<file path="src/rtl/program_sequencer.sv">
// Switch-programmed sequencer: instructions are keyed in field by field, stored,
// then executed on a small register file with an ALU and a conditional jump.
module program_sequencer #(
  parameter  int WIDTH = 8,
  parameter  int NREGS = 8,
  parameter  int DEPTH = 16,
  localparam int RW    = $clog2(NREGS),
  localparam int PW    = $clog2(DEPTH)
) (
  input  logic             clock,
  input  logic             reset,
  input  logic [WIDTH-1:0] inputs,
  input  logic             setButton,
  input  logic             runButton,
  input  logic [RW-1:0]    regSel,
  output logic [WIDTH-1:0] regValue,
  output logic [2:0]       state,
  output logic [PW-1:0]    pc,
  output logic [PW:0]      count,
  output logic             full,
  output logic             carry,
  output logic             done,
  output logic             aborted
);

  localparam int IW = 4 + 2 * RW + WIDTH;

  localparam logic [3:0] OP_ADD  = 4'd0;
  localparam logic [3:0] OP_SUB  = 4'd1;
  localparam logic [3:0] OP_AND  = 4'd2;
  localparam logic [3:0] OP_OR   = 4'd3;
  localparam logic [3:0] OP_XOR  = 4'd4;
  localparam logic [3:0] OP_LDI  = 4'd5;
  localparam logic [3:0] OP_ADDI = 4'd6;
  localparam logic [3:0] OP_MOV  = 4'd7;
  localparam logic [3:0] OP_JNZ  = 4'd8;
  localparam logic [3:0] OP_HALT = 4'd9;

  typedef enum logic [2:0] {
    S_ENTER_OP  = 3'd0,
    S_ENTER_RD  = 3'd1,
    S_ENTER_RS  = 3'd2,
    S_ENTER_IMM = 3'd3,
    S_FETCH     = 3'd4,
    S_EXEC      = 3'd5,
    S_DONE      = 3'd6
  } state_t;

  // Returns {carry, result}; bit WIDTH is the carry (ADD/ADDI) or borrow (SUB).
  function automatic logic [WIDTH:0] alu(input logic [3:0]       op,
                                         input logic [WIDTH-1:0] a,
                                         input logic [WIDTH-1:0] b,
                                         input logic [WIDTH-1:0] imm,
                                         input logic             cin);
    logic [WIDTH:0] r;
    r = {cin, a};
    case (op)
      OP_ADD:  r = {1'b0, a} + {1'b0, b};
      OP_SUB:  r = {1'b0, a} - {1'b0, b};
      OP_AND:  r = {cin, a & b};
      OP_OR:   r = {cin, a | b};
      OP_XOR:  r = {cin, a ^ b};
      OP_LDI:  r = {cin, imm};
      OP_ADDI: r = {1'b0, a} + {1'b0, imm};
      OP_MOV:  r = {cin, b};
      default: r = {cin, a};
    endcase
    return r;
  endfunction

  state_t           state_q, state_d;
  logic             set_s1_q, set_s2_q, set_prev_q;
  logic             run_s1_q, run_s2_q, run_prev_q;
  logic             set_press, run_press;
  logic [3:0]       op_q;
  logic [RW-1:0]    rd_q, rs_q;
  logic [IW-1:0]    ir_q;
  logic [PW-1:0]    pc_q;
  logic [PW:0]      count_q;
  logic             carry_q, aborted_q;
  logic [WIDTH-1:0] regval_q;
  logic [WIDTH-1:0] regs_q [NREGS];
  logic [IW-1:0]    mem_q  [DEPTH];
  logic             full_w;

  logic [3:0]       ex_op;
  logic [RW-1:0]    ex_rd, ex_rs;
  logic [WIDTH-1:0] ex_imm, rd_val, rs_val;
  logic [WIDTH:0]   alu_res;
  logic             ex_wr;
  logic [PW:0]      npc_ext;
  logic             exec_end;

  // Button conditioning: two-flop synchroniser plus falling-edge detect.
  always_ff @(posedge clock) begin
    if (reset) begin
      set_s1_q   <= 1'b1;
      set_s2_q   <= 1'b1;
      set_prev_q <= 1'b1;
      run_s1_q   <= 1'b1;
      run_s2_q   <= 1'b1;
      run_prev_q <= 1'b1;
    end else begin
      set_s1_q   <= setButton;
      set_s2_q   <= set_s1_q;
      set_prev_q <= set_s2_q;
      run_s1_q   <= runButton;
      run_s2_q   <= run_s1_q;
      run_prev_q <= run_s2_q;
    end
  end

  assign set_press = set_prev_q & ~set_s2_q;
  assign run_press = run_prev_q & ~run_s2_q;
  assign full_w    = (count_q == (PW+1)'(DEPTH));

  assign {ex_op, ex_rd, ex_rs, ex_imm} = ir_q;
  assign rd_val  = regs_q[ex_rd];
  assign rs_val  = regs_q[ex_rs];
  assign alu_res = alu(ex_op, rd_val, rs_val, ex_imm, carry_q);
  assign ex_wr   = ~ex_op[3];

  always_comb begin
    npc_ext = {1'b0, pc_q} + (PW+1)'(1);
    if (ex_op == OP_JNZ && rd_val != '0) begin
      npc_ext = {1'b0, ex_imm[PW-1:0]};
    end else if (ex_op == OP_HALT) begin
      npc_ext = {1'b0, pc_q};
    end
    exec_end = (ex_op == OP_HALT) || (npc_ext >= count_q);
  end

  always_ff @(posedge clock) begin
    if (reset) state_q <= S_ENTER_OP;
    else       state_q <= state_d;
  end

  always_comb begin
    state_d = state_q;
    case (state_q)
      S_ENTER_OP: begin
        if (set_press)                        state_d = S_ENTER_RD;
        else if (run_press && count_q != '0)  state_d = S_FETCH;
      end
      S_ENTER_RD:  if (set_press) state_d = S_ENTER_RS;
      S_ENTER_RS:  if (set_press) state_d = S_ENTER_IMM;
      S_ENTER_IMM: if (set_press) state_d = S_ENTER_OP;
      S_FETCH:     state_d = set_press ? S_DONE : S_EXEC;
      S_EXEC:      state_d = (set_press || exec_end) ? S_DONE : S_FETCH;
      S_DONE: begin
        if (set_press)      state_d = S_ENTER_OP;
        else if (run_press) state_d = S_FETCH;
      end
      default: state_d = S_ENTER_OP;
    endcase
  end

  always_comb begin
    state    = state_q;
    done     = (state_q == S_DONE);
    pc       = pc_q;
    count    = count_q;
    full     = full_w;
    carry    = carry_q;
    aborted  = aborted_q;
    regValue = regval_q;
  end

  // An instruction in EXEC completes even when a set press aborts the run.
  always_ff @(posedge clock) begin
    if (reset) begin
      op_q      <= '0;
      rd_q      <= '0;
      rs_q      <= '0;
      ir_q      <= '0;
      pc_q      <= '0;
      count_q   <= '0;
      carry_q   <= 1'b0;
      aborted_q <= 1'b0;
      regval_q  <= '0;
      for (int i = 0; i < NREGS; i++) regs_q[i] <= '0;
    end else begin
      regval_q <= regs_q[regSel];
      case (state_q)
        S_ENTER_OP: begin
          if (set_press)                       op_q <= inputs[3:0];
          else if (run_press && count_q != '0) pc_q <= '0;
        end
        S_ENTER_RD: if (set_press) rd_q <= inputs[RW-1:0];
        S_ENTER_RS: if (set_press) rs_q <= inputs[RW-1:0];
        S_ENTER_IMM: begin
          if (set_press && !full_w) count_q <= count_q + (PW+1)'(1);
        end
        S_FETCH: begin
          ir_q <= mem_q[pc_q];
          if (set_press) aborted_q <= 1'b1;
        end
        S_EXEC: begin
          if (ex_wr) begin
            regs_q[ex_rd] <= alu_res[WIDTH-1:0];
            carry_q       <= alu_res[WIDTH];
          end
          pc_q <= npc_ext[PW-1:0];
          if (set_press) aborted_q <= 1'b1;
        end
        S_DONE: begin
          if (set_press) begin
            count_q   <= '0;
            aborted_q <= 1'b0;
          end else if (run_press) begin
            pc_q      <= '0;
            aborted_q <= 1'b0;
          end
        end
        default: ;
      endcase
    end
  end

  // Instruction memory is deliberately unreset; clearing count hides old entries.
  always_ff @(posedge clock) begin
    if (!reset && state_q == S_ENTER_IMM && set_press && !full_w) begin
      mem_q[count_q[PW-1:0]] <= {op_q, rd_q, rs_q, inputs};
    end
  end

endmodule

</file>
<file path="config.mk">
export PLATFORM = sky130hd
export DESIGN_NAME = program_sequencer
export DESIGN_NICKNAME = d
export VERILOG_FILES = /design/src/rtl/program_sequencer.sv
export SDC_FILE = /design/constraint.sdc
export NUM_CORES = 1
export LEC_CHECK = 0
export CELL_PAD_IN_SITES_DETAIL_PLACEMENT = 0
export CELL_PAD_IN_SITES_GLOBAL_PLACEMENT = 1
export CORE_MARGIN = 2
export CORE_UTILIZATION = 30
export CTS_BUF_LIST = sky130_fd_sc_hd__clkbuf_4
export DETAILED_ROUTE_END_ITERATION = 10
export HOLD_SLACK_MARGIN = 0.05
export PLACE_DENSITY_LB_ADDON = 0.1
export SYNTH_ARGS = -nofsm -noshare
export SYNTH_HDL_FRONTEND = slang
export SYNTH_SLANG_ARGS = --single-unit
</file>
<file path="constraint.sdc">
create_clock -name clock -period 5.2 [get_ports clock]
set_clock_uncertainty 0.15 [all_clocks]
set_input_delay 1.04 -clock clock [delete_from_list [all_inputs] [get_ports clock]]
set_output_delay 1.04 -clock clock [all_outputs]
set_load 0.005 [all_outputs]
</file>
After elaboration in Yosys (flattened, before gate mapping) --
Memory sizes are Yosys's and may differ from the RTL's. A register that Yosys moved wholly into a read port is not among the register bits. Cells that the tools add are included.
Operators by class: add/sub/neg operators 5, $mul 0, div/mod/pow operators 0, $lt $le $gt $ge 1, equal/unequal tests 28, shift-type cells 0, mux-type cells 36, bitwise gates (word level) 13, reductions and logical operators 28
Operators by type and width (number):
- one-hot mux 9 bit (8 select lines) | 1
- 2-to-1 mux 3 bit | 8
- one-hot mux 3 bit (7 select lines) | 1
- 2-to-1 mux 5 bit | 4
- adder 8 x 8 -> 9 bit | 2
- equality test 4 x 3 -> 1 bit, second input constant | 4
- 2-to-1 mux 4 bit | 4
- inequality test 2 bit, second input constant | 7
- 2-to-1 mux 1 bit | 12
- one-hot mux 4 bit (3 select lines) | 1
- one-hot mux 5 bit (2 select lines) | 1
- AND reduction 5 bit | 2
- equality test 3 bit, second input constant | 3
- subtractor 8 x 8 -> 9 bit | 1
- bitwise AND 8 bit | 1
- equality test 4 x 2 -> 1 bit, second input constant | 2
- equality test 4 bit, second input constant | 2
- 2-to-1 mux 8 bit | 1
- NOT 1 bit | 8
- OR 8 bit | 1
- AND reduction 8 bit | 1
- nonzero test 8 bit | 1
- OR reduction 8 bit | 1
- bitwise XOR 8 bit | 1
- 24 further kinds | 41
Word-level totals: register bits after elaboration 30, latch bits 0, bits in writable memories 352, ROM bits 0, output and inout bits 24, logic and storage cells 127, memories 2
Memories:
- mem_q | words 16, width 18, read ports 1, clocked after Yosys merged registers in 1, wr ports 1, RTL line 83 | logic [IW-1:0] mem_q [DEPTH];
- regs_q | words 8, width 8, read ports 3, clocked after Yosys merged registers in 1, wr ports 8, RTL line 82 | logic [WIDTH-1:0] regs_q [NREGS];

Depth between registers and ports, before layout --
Gate-level depths: netlist (run 1). An unclocked memory read counts as a cell.
word-level depth 9, gate-level depth with buffers 20, depth with buffers taken out 17

Worst setup path before layout (run 1) --
No wires, ideal clock.
path type register -> register, start point reg ir_q[8] (read register of mem_q), end point mem regs_q[0][7], data pin, arrival 3.657 ns, data required time 4.787 ns, setup slack 1.130 ns, cell stages (with the launch flop) 16, buffers on the path 2, cell sequence dfxtp_1 buf_6 buf_12 mux4_2 mux2i_2 ha_1 and3_1 xnor2_1 o221ai_1 ha_1 a21o_1 o21a_1 o21a_1 or3_2 a31oi_4 nor2_2
RTL lines:
- from (decl) | RTL line 77 | logic [IW-1:0] ir_q;
- to (decl) | RTL line 82

==> results of run 1 <==
[cell usage in the layout, fill, tap and decap left out, types with 9 or more instances in the layout]
master,synthesis,routed
mux2i_1,21,21
clkbuf_4,0,189
a21oi_1,52,52
ha_1,37,37
mux4_2,117,117
xnor2_1,12,12
a221oi_1,10,10
buf_4,1,44
nand3_1,10,10
edfxtp_1,352,352
o21ai_0,16,16
clkdlybuf4s50_1,0,37
mux4_1,11,11
nand2b_1,14,14
inv_1,21,21
nor2_2,9,22
or2_2,9,9
dfxtp_1,56,53
nor2_1,115,102
clkinv_1,1,14
nand2_1,80,80
[metrics by stage]
step,cells,utilization (%),power [mW],hold slack (ns)
finish,2230,35.1,6.80,0.258
global route,2230,35.1,7.13,0.284
CTS,2228,35.1,6.93,0.266
detailed placement,2021,32.7,3.88,0.251
global placement,2021,32.7,3.88,0.243
floorplan,1167,-,3.78,0.239
[layout make-up]
class	count	area (µm²)
well taps	837	1050
clock inverters	18	91.3
flip-flops and latches	408	11700
multi-input cells	665	6580
diodes	2	5.00
inverters	28	105
fillers	6054	40000
clock buffers	189	1420
repair buffers	83	726
[flip-flops by register name (all words and copies together), names as in the netlist]
| name | count |
|---|---|
| mem_q | 288 |
| regs_q | 64 |
| ir_q | 18 |
| regValue | 8 |
| count | 5 |
| op_q | 4 |
| pc | 4 |
| rd_q | 3 |
| rs_q | 3 |
| state | 3 |
| aborted | 1 |
| carry | 1 |
| run_prev_q | 1 |
| run_s1_q | 1 |
| run_s2_q | 1 |
| set_prev_q | 1 |
| set_s1_q | 1 |
| set_s2_q | 1 |
[cell families (layout without fill, tap and decap cells)]
kind of cell	after synthesis	after routing	synth area share, %
adder cells (fa/ha/maj)	38	38	2.58
AO/OA/AOI/OAI	139	139	5.31
other	0	2	0
AND/OR/NAND/NOR	304	304	8.03
multiplexers	169	169	18.3
XOR/XNOR	15	15	0.702
flip-flops	408	408	62.4
buffers and inverters	94	318	2.68
[worst max-delay path, delay by kind of cell, from the launching register on]
family,cells,cell delay (ns)
buffers and inverters,1,0.19
adders and majority gates,2,0.52
xor gates and xnor gates,1,0.14
AOI/OAI and AO/OA,5,1.02
DFF,1,0.67
and+or+nand+nor,4,0.81
muxes,2,0.82
[layer usage]
layer  part of all wire (%)  track usage (%)  vias up  wire length, µm
met3                    3.4             3.28      101             1780
li1                       -                -     4947                -
met2                     49             27.5      221            25600
met5                      0                0        -                0
met1                     45             22.4     5629            23700
met4                    2.8             5.90        0             1460
[final timing paths]
path                               start      endpoint  depth (start not counted)
worst max-delay path             ir_q[8]  regs_q[5][7]                         15
worst min register to register  run_s1_q      run_s2_q                          1
worst max register to register   ir_q[8]  regs_q[5][7]                         15
worst min-delay path            run_s1_q      run_s2_q                          1
[synthesized netlist by cell type (11+ instances only)]
master      n
a21oi_1    52
clkbuf_1   39
dfxtp_1    56
edfxtp_1  352
ha_1       37
inv_1      21
mux2i_1    21
mux4_1     11
mux4_2    117
nand2_1    80
nand2b_1   14
nor2_1    115
o21ai_0    16
xnor2_1    12
[power by group through the flow]
stage	Clock, mW	Sequential [mW]	Combinational [mW]
after CTS	3.12	3.58	0.232
after global placement	0	3.65	0.231
after global routing	3.30	3.58	0.248
after floorplan	0	3.64	0.136
final	2.99	3.58	0.227
after detailed placement	0	3.65	0.232
==> results.py, run 1 <==
metrics = {
    "finish": {
        "final_design_area_no_fill_um2": 21700,
        "syn_to_final_growth_pct": 15.8,
        "drive_gt1_share_pct": 32.4,
        "fin_nets": 1351,
    },
    "sta": {
        "fin_setup_tns_ns": 0,
        "worst_slew_pin_slew_ns": 1.02,
        "rsz0062_at_grt": "no",
        "finalCritPeriodShare_pct": 88.4,
        "worst_slack_ns": 0.603,
        "setup_viol_count_final": 0,
        "clock.fmax_mhz": 218,
        "finalHoldViolCount": 0,
        "maxSlewViolCount": 0,
        "slew_headroom_pct": 32.1,
        "fin_crit_ns": 4.60,
    },
    "power": {
        "p_int_mw": 5.28,
        "power.density_nw_per_um2": 314,
        "p_switching_mw": 1.53,
        "comb_power_share_pct": 3.3,
        "seq_power_share_pct": 52.7,
        "swShare_pct": 22.4,
        "p_clk_share_pct": 44.0,
        "vdd_drop_max_uv": 154,
        "power_leakage_nw": 7.16,
    },
    "worst_setup_path": {
        "critPathCaptureType": "flip-flop",
        "worstPathRequired_ns": 5.62,
        "crit_chain": "mux4_1 -> mux2i_1 -> buf_4 -> ha_1 -> and3_1 -> xnor2_1 -> o221ai_1 -> ha_1 -> nand2_1 -> a21oi_1 -> o21a_1 -> o21a_1 -> or3_2 -> a31oi_4 -> nor2_2",
        "rrSetupSlack_ns": 0.60,
        "slowest_delay_ns": 0.67,
        "worst_ep_arrival_time_ns": 5.01,
        "path_max_fanout": 9,
        "slowest_stage": "dfxtp_1",
        "critPathKind": "reg -> reg",
        "start_kind": "flip-flop",
    },
    "clock_network": {
        "cts_inserted_buffers": 112,
        "cts-root-buf": "clkbuf_4",
        "postCtsSetupRepairBufs": 0,
        "cts_tree": "built",
        "cts_htree_levels": 3,
        "clk_pin_slew_ns": 0.07,
        "cts-resized-gates": 0,
        "clock_path_buffers": 3,
        "clock_sinks": 408,
        "clock_latency_ns": 0.85,
        "ctsHoldBuffers": 0,
    },
    "drt": {
        "drtIter0Drc": 749,
        "drt-wirelength-per-cell_um": 23.6,
        "firstDrtPassIters": 5,
        "remaining_drc_errors": 0,
        "vias_per_cell": 4.89,
        "vias": 10900,
        "wl_um": 52600,
        "antenna_left": 0,
    },
    "logic_synthesis": {
        "netlist_area_um2": 18700,
        "syn_inst": 1167,
        "ys_seq_elements": 408,
        "yosysTopAreaCellShare_pct": 56.5,
        "syn-num-nets": 1220,
        "synth.distinct_cells": 88,
        "synth_top_area_cell": "edfxtp_1",
        "synth_area_leaders": "edfxtp_1 (56%), mux4_2 (14%), dfxtp_1 (6.0%)",
        "synth_edf_count": 352,
        "yosysWarnings": 0,
        "synthFlopType": "edfxtp_1",
        "synth-seq-area-share_pct": 62.4,
        "async_reset_ff_share_pct": 0,
        "avgSynthCellArea_um2": 16.0,
    },
    "grt": {
        "grt.total_usage_pct": 16.8,
        "grt_pass1_vias": 11300,
        "gr-total-overflow": 0,
        "antenna_found_initial": 2,
        "grt_pass1_wl_um": 77900,
        "grt_max_degree": 48,
    },
    "worst_hold_path": {
        "hold_path.class": "reg -> reg",
    },
    "die": {
        "die_h_um": 254,
        "ios": 39,
        "start_util_pct": 30.3,
        "die_w_um": 254,
        "coreArea_um2": 61700,
        "die-area_um2": 64400,
        "row_count": 91,
    },
    "place": {
        "place_hpwl_um": 32400,
        "place_ws_ns": 0.648,
        "place_area_um2": 20200,
        "io_buffers": 38,
        "routabilityCongestion": 0.786,
    },
    "flow_run": {
        "drv_cap": 0,
    },
    "outcome": {
        "status": "complete, no violations",
    },
}
(Power assumes the default switching activity.)
==> inputs of run 2 (changes only) <==
--- a/config.mk
+++ b/config.mk
@@ -13,6 +13,8 @@
 export DETAILED_ROUTE_END_ITERATION = 10
 export HOLD_SLACK_MARGIN = 0.05
 export PLACE_DENSITY_LB_ADDON = 0.1
+export SETUP_SLACK_MARGIN = 0.1
 export SYNTH_ARGS = -nofsm -noshare
 export SYNTH_HDL_FRONTEND = slang
 export SYNTH_SLANG_ARGS = --single-unit
+export TNS_END_PERCENT = 100
==> results of run 2 <==
No change in the layout: final DEF, timing and power equal those of run 1.
==> inputs of run 3 (changes only) <==
--- a/config.mk
+++ b/config.mk
@@ -11,6 +11,7 @@
 export CORE_UTILIZATION = 30
 export CTS_BUF_LIST = sky130_fd_sc_hd__clkbuf_4
 export DETAILED_ROUTE_END_ITERATION = 10
+export GPL_TIMING_DRIVEN = 0
 export HOLD_SLACK_MARGIN = 0.05
 export PLACE_DENSITY_LB_ADDON = 0.1
 export SETUP_SLACK_MARGIN = 0.1
==> run 3 against run 2 <==
Against the previous run:
- core utilization rose by 0.26 points
- global-route usage rose by 0.97 points
- critical path depth did not move
- non-clock buffer count rose by 26
- first-iteration DRC count fell by 18%
- routed wire length rose by 6.8%
- highest routed layer unchanged
- total power barely moved
- clock-buffer cell count fell by 15
- critical path type unchanged
- register-to-register slack got worse by 0.096 ns
- largest power group unchanged
==> results.py, run 3 (same netlist as run 1, synthesis figures left out) <==
metrics = {
    "place": {
        "place_ws_ns": 0.268,
        "routabilityCongestion": 0.803,
        "io_buffers": 35,
        "place_hpwl_um": 36900,
    },
    "drt": {
        "vias_per_cell": 4.93,
        "remaining_drc_errors": 0,
        "wl_um": 56100,
        "vias": 11100,
        "drtIter0Drc": 613,
        "firstDrtPassIters": 7,
        "antenna_left": 0,
        "drt-wirelength-per-cell_um": 24.9,
    },
    "sta": {
        "setup_viol_count_final": 0,
        "finalHoldViolCount": 0,
        "slew_headroom_pct": 21.7,
        "rsz0062_at_grt": "no",
        "fin_crit_ns": 4.69,
        "fin_setup_tns_ns": 0,
        "finalCritPeriodShare_pct": 90.3,
        "worst_slack_ns": 0.507,
        "whs_ns": 0.256,
        "clock.fmax_mhz": 213,
        "maxSlewViolCount": 0,
        "worst_slew_pin_slew_ns": 1.17,
    },
    "worst_hold_path": {
        "hold_path.class": "reg -> reg",
        "hold-path-cell-count": 1,
    },
    "power": {
        "power_leakage_nw": 7.14,
        "power.density_nw_per_um2": 312,
        "power_mw": 6.81,
        "vdd_drop_max_uv": 167,
    },
    "grt": {
        "grt_max_degree": 20,
        "grt.total_usage_pct": 17.8,
        "grt_use_met2_pct": 30.4,
        "busiest_layer": "met2",
        "grt_util_met3_pct": 3.57,
        "grt_pass1_wl_um": 81100,
        "antenna_found_initial": 1,
        "grt_pass1_vias": 11700,
        "grt_use_met1_pct": 22.6,
        "gr-total-overflow": 0,
    },
    "die": {
        "start_util_pct": 30.3,
        "die-area_um2": 64400,
        "ios": 39,
        "die_h_um": 254,
        "row_count": 91,
        "die_w_um": 254,
        "coreArea_um2": 61700,
    },
    "worst_setup_path": {
        "critPathCaptureType": "flip-flop",
        "start_kind": "flip-flop",
        "worst_ep_arrival_time_ns": 5.14,
        "critPathKind": "reg -> reg",
        "reg2reg_depth": 15,
        "path_max_fanout": 8,
        "worstPathRequired_ns": 5.64,
    },
    "clock_network": {
        "clk_pin_slew_ns": 0.06,
        "clock_latency_ns": 0.92,
        "cts_htree_levels": 3,
        "clock_sinks": 408,
        "cts_inserted_buffers": 113,
        "cts-root-buf": "clkbuf_4",
        "clock_path_buffers": 3,
        "cts_tree": "built",
        "postCtsSetupRepairBufs": 0,
    },
    "finish": {
        "mostFrequentLayoutCell": "edfxtp_1",
        "syn_to_final_growth_pct": 16.6,
        "layout_common_cells": "edfxtp_1 (352), clkbuf_4 (174), mux4_2 (117), nor2_1 (103), nand2_1 (80)",
        "drive_gt1_share_pct": 29.9,
        "largest_reg_flops": 288,
        "fin_nets": 1378,
        "n_fill_cell": 6026,
    },
    "flow_run": {
        "drv_cap": 0,
    },
    "outcome": {
        "status": "complete, no violations",
    },
}
## run 3: cell types whose count changed in the layout (fill, tap and decap cells not counted), moves of 9 or more
cell,change
nor2_4,+12
clkinv_1,+9
nor2_2,-13
clkbuf_1,+39
clkbuf_4,-15
buf_4,-41
buf_6,+11
## run 3: worst paths after layout
| check | startpoint | endpoint | slack [ns] |
|---|---|---|---|
| max | ir_q[8] | regs_q[3][7] | 0.51 |
| min | set_s1_q | set_s2_q | 0.26 |
| max reg2reg | ir_q[8] | regs_q[3][7] | 0.51 |
| min reg2reg | set_s1_q | set_s2_q | 0.26 |
## run 3: through the flow
| stage | utilization (%) | area, µm² | std cells |
|---|---|---|---|
| global route | 35.4 | 21800 | 2255 |
| CTS | 35.4 | 21800 | 2254 |
| global placement | 32.6 | 20100 | 2039 |
| floorplan | - | 18700 | 1167 |
| detailed placement | 32.9 | 20300 | 2047 |
| finish | 35.4 | 21800 | 2255 |
## run 3: layout make-up
| type | count | area, µm² | share of cell area [%] |
|---|---|---|---|
| tap | 837 | 1050 | 4.80 |
| clock inverter | 33 | 201 | 0.922 |
| antenna | 1 | 2.50 | 0.0115 |
| buffer | 66 | 397 | 1.82 |
| timing repair buffer | 43 | 433 | 1.98 |
| multi-input combinational | 665 | 6650 | 30.5 |
| clock buffer | 174 | 1310 | 5.98 |
| inverter | 28 | 105 | 0.481 |
| sequential | 408 | 11700 | 53.5 |
## run 3: timing repair
item	CTS	global route
gates resized for setup	0	2
hold buffers	0	0
endpoints found under the setup margin	0	24
## run 3: power breakdown
group / internal (mW) / switching [mW]
sequential: 3.56 / 0.0223
clock: 1.58 / 1.41
combinational: 0.0873 / 0.144
## run 3: critical path, cell delays in order, from the launching register on
cell,delay [ns]
dfxtp_1,0.32
buf_6,0.18
mux4_1,0.63
mux2i_2,0.53
ha_1,0.28
and3_1,0.26
xnor2_1,0.15
o221ai_1,0.17
ha_1,0.35
nand2_1,0.08
a21oi_1,0.05
o21a_1,0.21
o21a_1,0.18
or3_2,0.45
a31oi_4,0.43
nor2_2,0.05
## run 3: per-layer routing
layer | routed length (µm) | vias to the layer above | part of all wire (%)
met1 | 24200 | 5775 | 43
met4 | 1330 | 0 | 2.4
met5 | 0 | - | 0
li1 | - | 5001 | -
met3 | 2530 | 86 | 4.5
met2 | 28100 | 253 | 50
